`src/rtl/apb_cfg_regs.sv`:
```
// APB completer holding the matrix-multiplier job configuration and start/done control.
// Optional feature: define APB_READBACK_EN to return register contents on prdata.
//
// state        | meaning
// IDLE         | waiting for psel; request fields captured on the way out
// ACCESS       | pready high; the write commits on the edge leaving this state
// WAIT_RELEASE | psel still held after completion; nothing is committed
module apb_cfg_regs #(
  parameter int ADDR_W = 16,
  parameter int DIM_W  = 16
) (
  input  logic              clk,
  input  logic              reset_n,
  input  logic [2:0]        paddr,
  input  logic              psel,
  input  logic              pwrite,
  input  logic [15:0]       pwdata,
  output logic [15:0]       prdata,
  output logic              pready,
  output logic              pslverr,
  output logic [ADDR_W-1:0] a_base,
  output logic [ADDR_W-1:0] b_base,
  output logic [ADDR_W-1:0] c_base,
  output logic [DIM_W-1:0]  m_dim,
  output logic [DIM_W-1:0]  n_dim,
  output logic [DIM_W-1:0]  p_dim,
  output logic              start,
  input  logic              core_done,
  output logic              busy,
  output logic              done_apb
);

  localparam logic [2:0] REG_A      = 3'd0;
  localparam logic [2:0] REG_B      = 3'd1;
  localparam logic [2:0] REG_C      = 3'd2;
  localparam logic [2:0] REG_M      = 3'd3;
  localparam logic [2:0] REG_N      = 3'd4;
  localparam logic [2:0] REG_P      = 3'd5;
  localparam logic [2:0] REG_CTRL   = 3'd6;
  localparam logic [2:0] REG_STATUS = 3'd7;

  typedef enum logic [1:0] {
    IDLE         = 2'd0,
    ACCESS       = 2'd1,
    WAIT_RELEASE = 2'd2
  } state_t;

  state_t      state, state_nxt;
  logic [2:0]  hold_addr;
  logic        hold_write;
  logic [15:0] hold_wdata;
  logic        hold_err;
  logic        take;
  logic        commit;
  logic        start_go;
  logic        dims_ok;
  logic        req_err;

  always_ff @(posedge clk or negedge reset_n) begin
    if (!reset_n) state <= IDLE;
    else          state <= state_nxt;
  end

  always_comb begin
    state_nxt = state;
    case (state)
      IDLE:         if (psel) state_nxt = ACCESS;
      ACCESS:       state_nxt = psel ? WAIT_RELEASE : IDLE;
      WAIT_RELEASE: if (!psel) state_nxt = IDLE;
      default:      state_nxt = IDLE;
    endcase
  end

  assign take     = (state == IDLE) && psel;
  assign dims_ok  = (|m_dim) && (|n_dim) && (|p_dim);
  assign commit   = (state == ACCESS) && hold_write && !hold_err;
  assign start_go = commit && (hold_addr == REG_CTRL) && hold_wdata[0];

  // Error is decided when the request is captured so pslverr and the commit always agree.
  always_comb begin
    req_err = 1'b0;
    if (pwrite) begin
      if (paddr <= REG_P)
        req_err = busy;
      else if (paddr == REG_CTRL)
        req_err = pwdata[0] && (busy || !dims_ok);
    end
  end

  always_ff @(posedge clk or negedge reset_n) begin
    if (!reset_n) begin
      hold_addr  <= '0;
      hold_write <= 1'b0;
      hold_wdata <= '0;
      hold_err   <= 1'b0;
    end else if (take) begin
      hold_addr  <= paddr;
      hold_write <= pwrite;
      hold_wdata <= pwdata;
      hold_err   <= req_err;
    end
  end

  always_ff @(posedge clk or negedge reset_n) begin
    if (!reset_n) begin
      pready  <= 1'b0;
      pslverr <= 1'b0;
    end else begin
      pready  <= take;
      pslverr <= take && req_err;
    end
  end

  always_ff @(posedge clk or negedge reset_n) begin
    if (!reset_n) begin
      a_base <= '0;
      b_base <= '0;
      c_base <= '0;
      m_dim  <= '0;
      n_dim  <= '0;
      p_dim  <= '0;
    end else if (commit) begin
      case (hold_addr)
        REG_A:   a_base <= ADDR_W'(hold_wdata);
        REG_B:   b_base <= ADDR_W'(hold_wdata);
        REG_C:   c_base <= ADDR_W'(hold_wdata);
        REG_M:   m_dim  <= DIM_W'(hold_wdata);
        REG_N:   n_dim  <= DIM_W'(hold_wdata);
        REG_P:   p_dim  <= DIM_W'(hold_wdata);
        default: ;
      endcase
    end
  end

  // A launch can only be accepted with busy low, so it never collides with core_done.
  always_ff @(posedge clk or negedge reset_n) begin
    if (!reset_n) begin
      start    <= 1'b0;
      busy     <= 1'b0;
      done_apb <= 1'b0;
    end else begin
      start <= start_go;
      if (start_go) begin
        busy     <= 1'b1;
        done_apb <= 1'b0;
      end else if (core_done && busy) begin
        busy     <= 1'b0;
        done_apb <= 1'b1;
      end else if (commit && (hold_addr == REG_STATUS) && hold_wdata[1]) begin
        done_apb <= 1'b0;
      end
    end
  end

`ifdef APB_READBACK_EN
  logic [15:0] rd_mux;

  always_comb begin
    rd_mux = '0;
    case (paddr)
      REG_A:      rd_mux = 16'(a_base);
      REG_B:      rd_mux = 16'(b_base);
      REG_C:      rd_mux = 16'(c_base);
      REG_M:      rd_mux = 16'(m_dim);
      REG_N:      rd_mux = 16'(n_dim);
      REG_P:      rd_mux = 16'(p_dim);
      REG_STATUS: rd_mux = {14'd0, done_apb, busy};
      default:    rd_mux = '0;
    endcase
  end

  always_ff @(posedge clk or negedge reset_n) begin
    if (!reset_n) prdata <= '0;
    else          prdata <= take ? rd_mux : 16'd0;
  end
`else
  assign prdata = '0;
`endif

endmodule

```
`config.mk`:
```
export PLATFORM = sky130hd
export DESIGN_NAME = apb_cfg_regs
export DESIGN_NICKNAME = d
export VERILOG_FILES = /design/src/rtl/apb_cfg_regs.sv
export SDC_FILE = /design/constraint.sdc
export NUM_CORES = 1
export LEC_CHECK = 0
export BUFFER_PORTS_ARGS = -buffer_cell sky130_fd_sc_hd__buf_2
export CELL_PAD_IN_SITES_DETAIL_PLACEMENT = 0
export CELL_PAD_IN_SITES_GLOBAL_PLACEMENT = 1
export CORE_MARGIN = 8
export CORE_UTILIZATION = 38
export DETAILED_ROUTE_END_ITERATION = 6
export PLACE_DENSITY = 0.82
export RECOVER_POWER = 100
export SETUP_SLACK_MARGIN = 0.3
export SYNTH_ARGS = -nofsm -noshare
export SYNTH_HDL_FRONTEND = slang
export SYNTH_SLANG_ARGS = --single-unit
```
`constraint.sdc`:
```
create_clock -name clk -period 1.8 [get_ports clk]
set_input_delay 0.36 -clock clk [delete_from_list [all_inputs] [get_ports clk]]
set_output_delay 0.36 -clock clk [all_outputs]
set_load 0.005 [all_outputs]
```
Yosys cells after proc, flatten, opt, wreduce, memory -nomap -nowiden:

Cells that the tools add are included.

* $add $sub $neg: 0
* multipliers: 0
* div/mod/pow operators: 0
* magnitude comparators: 1
* equality and inequality tests: 12
* shift-type cells: 0
* multiplexer cells: 12
* bitwise logic cells: 0
* reductions and logical operators: 29

Operators by type and width (count)
* $reduce_or 16->1: 3
* $eq 3x3->1 const B: 5
* $reduce_and 2->1: 7
* $logic_and 1x1->1: 12
* $mux 1: 8
* $eq 3x2->1 const B: 2
* $mux 2: 3
* $pmux 2 s3: 1
* $ne 2x2->1 const B: 2
* $eq 3x1->1 const B: 1
* $le 3x3->1 const B: 1
* $logic_not 3->1: 1
* $reduce_bool 3->1: 1
* $eq 2x1->1 const B: 1
* $eq 2x2->1 const B: 1
* $logic_not 1->1: 2
* $logic_not 2->1: 1
* $reduce_bool 2->1: 1
* $logic_or 1x1->1: 1

* register bits after elaboration: 124
* bits in latches: 0
* RAM bits: 0
* memory bits (read-only): 0
* input bits: 24
* word-level logic and storage cells: 70
* memories kept: 0

Longest topological paths before layout:

* depth in word-level cells: 10
* gate-level depth with buffers: 6

Least setup slack after synthesis:

Ideal clock, no wire load.

* kind: reg2reg
* from: register state[1]
* to: register c_base[0]
* library setup time: 0.125 ns
* arrival time: 1.706 ns
* path slack: -0.031 ns
* cell stages (with the launch flop): 7
* clock period less this slack: 1.831 ns
* path through: dfrtp_1 > and4bb_1 > nand2b_1 > buf_6 > nor3b_4 > buf_12 > mux2_4

* cells in the longest elaborated chain, start to end: 4

RTL lines
* start: declaration: RTL line 48 `state_t state, state_nxt;`
* start signal: assignment: RTL line 61 `else state <= state_nxt;`
* $eq 2x1->1: RTL line 76 `assign commit = (state == ACCESS) && hold_write && !hold_err;`
* $logic_and 1x1->1 (2 in a row): RTL line 76
* $reduce_and 2->1 (no line)
* end signal: assignment: RTL line 126 `REG_C: c_base <= ADDR_W'(hold_wdata);`
* end: declaration: RTL line 23 `output logic [ADDR_W-1:0] c_base,`

Every way passes these cells.
A chain may end at the register's enable or synchronous reset.

Final worst setup path:

* from: register hold_err
* to: register n_dim[5]

* cells in the longest elaborated chain, start to end: 3

RTL lines
* start: declaration: RTL line 52 `logic hold_err;`
* start signal: assignment: RTL line 100 `hold_err <= req_err;`
* $logic_not 1->1: RTL line 76
* $logic_and 1x1->1: RTL line 76
* $reduce_and 2->1 (no line)
* end signal: assignment: RTL line 128 `REG_N: n_dim <= DIM_W'(hold_wdata);`
* end: declaration: RTL line 25 `output logic [DIM_W-1:0] n_dim,`

Every way passes these cells.

==> reports/qor.yml <==
timing:
  finalHoldViolCount: 0
  slew_headroom_pct: 59.7
  fin_crit_sh_pct: 102
  fmax_ghz: 0.545
  slew_violations: 0
  min_period_ns: 1.84
  finalSetupViolCount: 16
  tightest_slew_ns: 0.604
  rsz0062_at_grt: "true"
  fin_skew_ns: 0.00998
  setup_ws_ns: -0.0365
yosys:
  synth.distinct_cells: 33
  syn_area_per_cell_um2: 16.1
  ys_seq_area_share_pct: 61.7
  netlist_instances: 312
  yosysWarnings: 0
  ys_seq_elements: 124
  netlist_area_um2: 5030
finish:
  area_delta_synth_final_pct: 38.3
  stdcell_count: 664
  final_area_um2: 6960
  drive_gt1_share_pct: 64.5
  fin_nets: 500
  antennaDiodeCount: 0
clock_tree:
  cts.sinks: 124
  cts_root_buf: "clkbuf_16"
  clkTransAtPathRegs_ns: 0.05
  cts-buffers-inserted: 17
  clock_latency_ns: 0.42
  cts_buffer_depth: 2
  cts_tree: "built"
  htreeDepth: 4
routing:
  wl_mm: 13.8
  drt_first_pass_iters: 4
  vias: 3217
  wl_per_cell_um: 20.9
  ant_nets: 0
  drt-initial-drc-count: 166
  vias_per_cell: 4.84
  drc: 0
floorplan:
  die_w_um: 131
  coreArea_um2: 13100
  die_y_um: 131
  num_rows: 42
  initial_core_util_pct: 38.5
  io_pins: 141
  die-area_um2: 17200
worst_setup_path:
  crit_path_cell_trace: "and4bb_2, nand2_2, or3_4, clkbuf_16, mux2_4"
  worstPathRequired_ns: 2.10
  path_max_fanout: 6
  end_kind: "register"
  critPathLaunchType: "register"
  worst_path_max_delay_cell: "or3_4"
  cp_data_arrival_time_ns: 2.14
  slowest_delay_ns: 0.42
  crit_type: "reg2reg"
flow_run:
  cap_violations: 0
min_path:
  hold_class: "in2reg"
placement:
  placed_area_um2: 6010
  io_buffers: 124
  place_hpwl_mm: 9.66
  dp_cells: 622
  place.gp.congestion: 0.761
global_routing:
  grt_max_degree: 43
  track_usage_pct: 16.0
  grt_pass1_wl_mm: 20.2
  antenna_found_initial: 0
  grt_pass1_vias: 3446
  overflow: 0
status:
  violations: "negative setup slack"
  outcome: "finished with violations"
power:
  powerDensity_nw_per_um2: 1700
  ir_worst_vdd_v: 0.000930
  power.leakage_nw: 3.59
layout by cell type, fill, tap and decap left out, types with 2 or more instances in the layout:
| cell | synthesis | final |
|---|---|---|
| a21o_1 | 2 | 2 |
| and4b_1 | 2 | 2 |
| buf_12 | 1 | 8 |
| buf_2 | 4 | 123 |
| buf_4 | 18 | 9 |
| buf_6 | 4 | 13 |
| buf_8 | 0 | 3 |
| bufinv_16 | 0 | 2 |
| clkbuf_1 | 1 | 5 |
| clkbuf_16 | 0 | 18 |
| clkinv_2 | 0 | 5 |
| conb_1 | 1 | 16 |
| dfrtp_1 | 124 | 124 |
| inv_1 | 2 | 2 |
| mux2_2 | 96 | 48 |
| mux2_4 | 20 | 68 |
| nand2_1 | 3 | 2 |
| nand4_1 | 2 | 2 |
| nor3b_4 | 2 | 3 |
| nor4_1 | 12 | 8 |
| nor4_2 | 0 | 4 |
cells in the mapped netlist:
| cell type | n | area share [%] |
|---|---|---|
| inv_1 | 2 | 0.15 |
| mux2_2 | 96 | 21 |
| nor3b_1 | 2 | 0.30 |
| buf_4 | 18 | 2.7 |
| conb_1 | 1 | 0.075 |
| nand2b_1 | 1 | 0.12 |
| buf_6 | 4 | 0.90 |
| a21boi_0 | 1 | 0.15 |
| and2_1 | 1 | 0.12 |
| nand3_1 | 1 | 0.099 |
| and4b_1 | 2 | 0.40 |
| buf_2 | 4 | 0.40 |
| o21ai_0 | 1 | 0.099 |
| nand3b_2 | 1 | 0.22 |
| xor2_1 | 1 | 0.17 |
| nor3b_4 | 2 | 0.75 |
| a31oi_1 | 1 | 0.12 |
| a21o_1 | 2 | 0.30 |
| mux2_4 | 20 | 6.0 |
| clkbuf_1 | 1 | 0.075 |
| dfrtp_1 | 124 | 62 |
| nand2_1 | 3 | 0.22 |
| nor4_1 | 12 | 1.5 |
| nand4_1 | 2 | 0.25 |
| a21oi_1 | 1 | 0.099 |
| or3_1 | 1 | 0.12 |
| o211ai_1 | 1 | 0.15 |
| and4bb_1 | 1 | 0.25 |
| buf_12 | 1 | 0.40 |
| nor3_4 | 1 | 0.32 |
| a41oi_1 | 1 | 0.17 |
| nor2_2 | 1 | 0.12 |
| and2_2 | 1 | 0.15 |
path summary, 6_finish.rpt:
path	start	end	slack, ns	cells after the start
hold / removal	pwdata[10]	hold_wdata[10]	0.17	2
setup / recovery	hold_err	n_dim[5]	-0.04	5
hold reg to reg	a_base[3]	a_base[3]	0.51	1
setup reg to reg	hold_err	n_dim[5]	-0.04	5
min in group asynchronous	reset_n	a_base[0]	0.50	2
max in group asynchronous	reset_n	b_base[7]	0.72	3
registers in the layout, indices dropped and copies added (netlist names), 3 cells and up:
name	cells
a_base	16
b_base	16
c_base	16
hold_addr	3
hold_wdata	16
m_dim	16
n_dim	16
p_dim	16
through the flow:
| stage | worst slack [ns] | utilization [%] | TNS (ns) | hold slack (ns) | power (mW) |
|---|---|---|---|---|---|
| after global placement | -0.0177 | 45.9 | -0.102 | 0.399 | 8.14 |
| after global routing | -0.0647 | 53.2 | -2.01 | 0.167 | 12.5 |
| after floorplan | -0.0142 | - | -0.268 | 0.0644 | 6.38 |
| after CTS | -0.00808 | 51.2 | -0.0230 | 0.157 | 11.6 |
| final | -0.0365 | 53.2 | -0.325 | 0.170 | 11.8 |
| after detailed placement | -0.0615 | 45.9 | -0.510 | 0.406 | 8.26 |
repair_timing:
item | 4_1_cts | 5_1_grt
setup endpoints to repair | 117 | 117
endpoints found under the hold margin | 38 | 0
gates cloned | 1 | 2
hold buffers | 1 | 0
resized for setup | 15 | 56
pin swaps | 2 | 6
setup buffers | 4 | 3
logic make-up (layout without fill, tap and decap cells):
logic type	after synthesis	count (layout)	share of synthesized area, %
XOR/XNOR	1	1	0.174
multiplexers	116	116	27.4
AO/OA/AOI/OAI	8	8	1.09
other	1	16	0.0745
AND/OR/NAND/NOR	32	32	4.95
buffers and inverters	30	191	4.60
flip-flops	124	124	61.7
cell type report:
class / count / area (um^2)
fillers: 1112 / 6130
flip-flops and latches: 124 / 3100
clock buffers: 23 / 458
repair buffers: 158 / 1070
multi-input cells: 173 / 2010
inverters: 2 / 7.51
clock inverters: 8 / 93.8
well taps: 176 / 220
critical path: cells and delay by family, from the launching register on:
kind                   cells  cell delay (ns)
buffers and inverters      1             0.19
DFF                        1             0.39
muxes                      1             0.29
and+or+nand+nor            3             0.85
where the power goes:
group / switching [mW] / internal [mW] / leakage (nW) / total, mW
clock network: 1.15 / 2.05 / 0.275 / 3.20
logic: 1.28 / 2.24 / 1.74 / 3.52
registers: 1.16 / 3.93 / 1.58 / 5.10
routing by layer:
| layer | GRT usage, % | up-vias | part of all wire (%) |
|---|---|---|---|
| li1 | - | 1418 | - |
| met1 | 20.5 | 1671 | 43 |
| met2 | 24.4 | 107 | 48 |
| met3 | 5.95 | 21 | 7.2 |
| met4 | 5.87 | 0 | 1.8 |
| met5 | 0 | - | 0 |
Power figures use the tool's default switching activity.
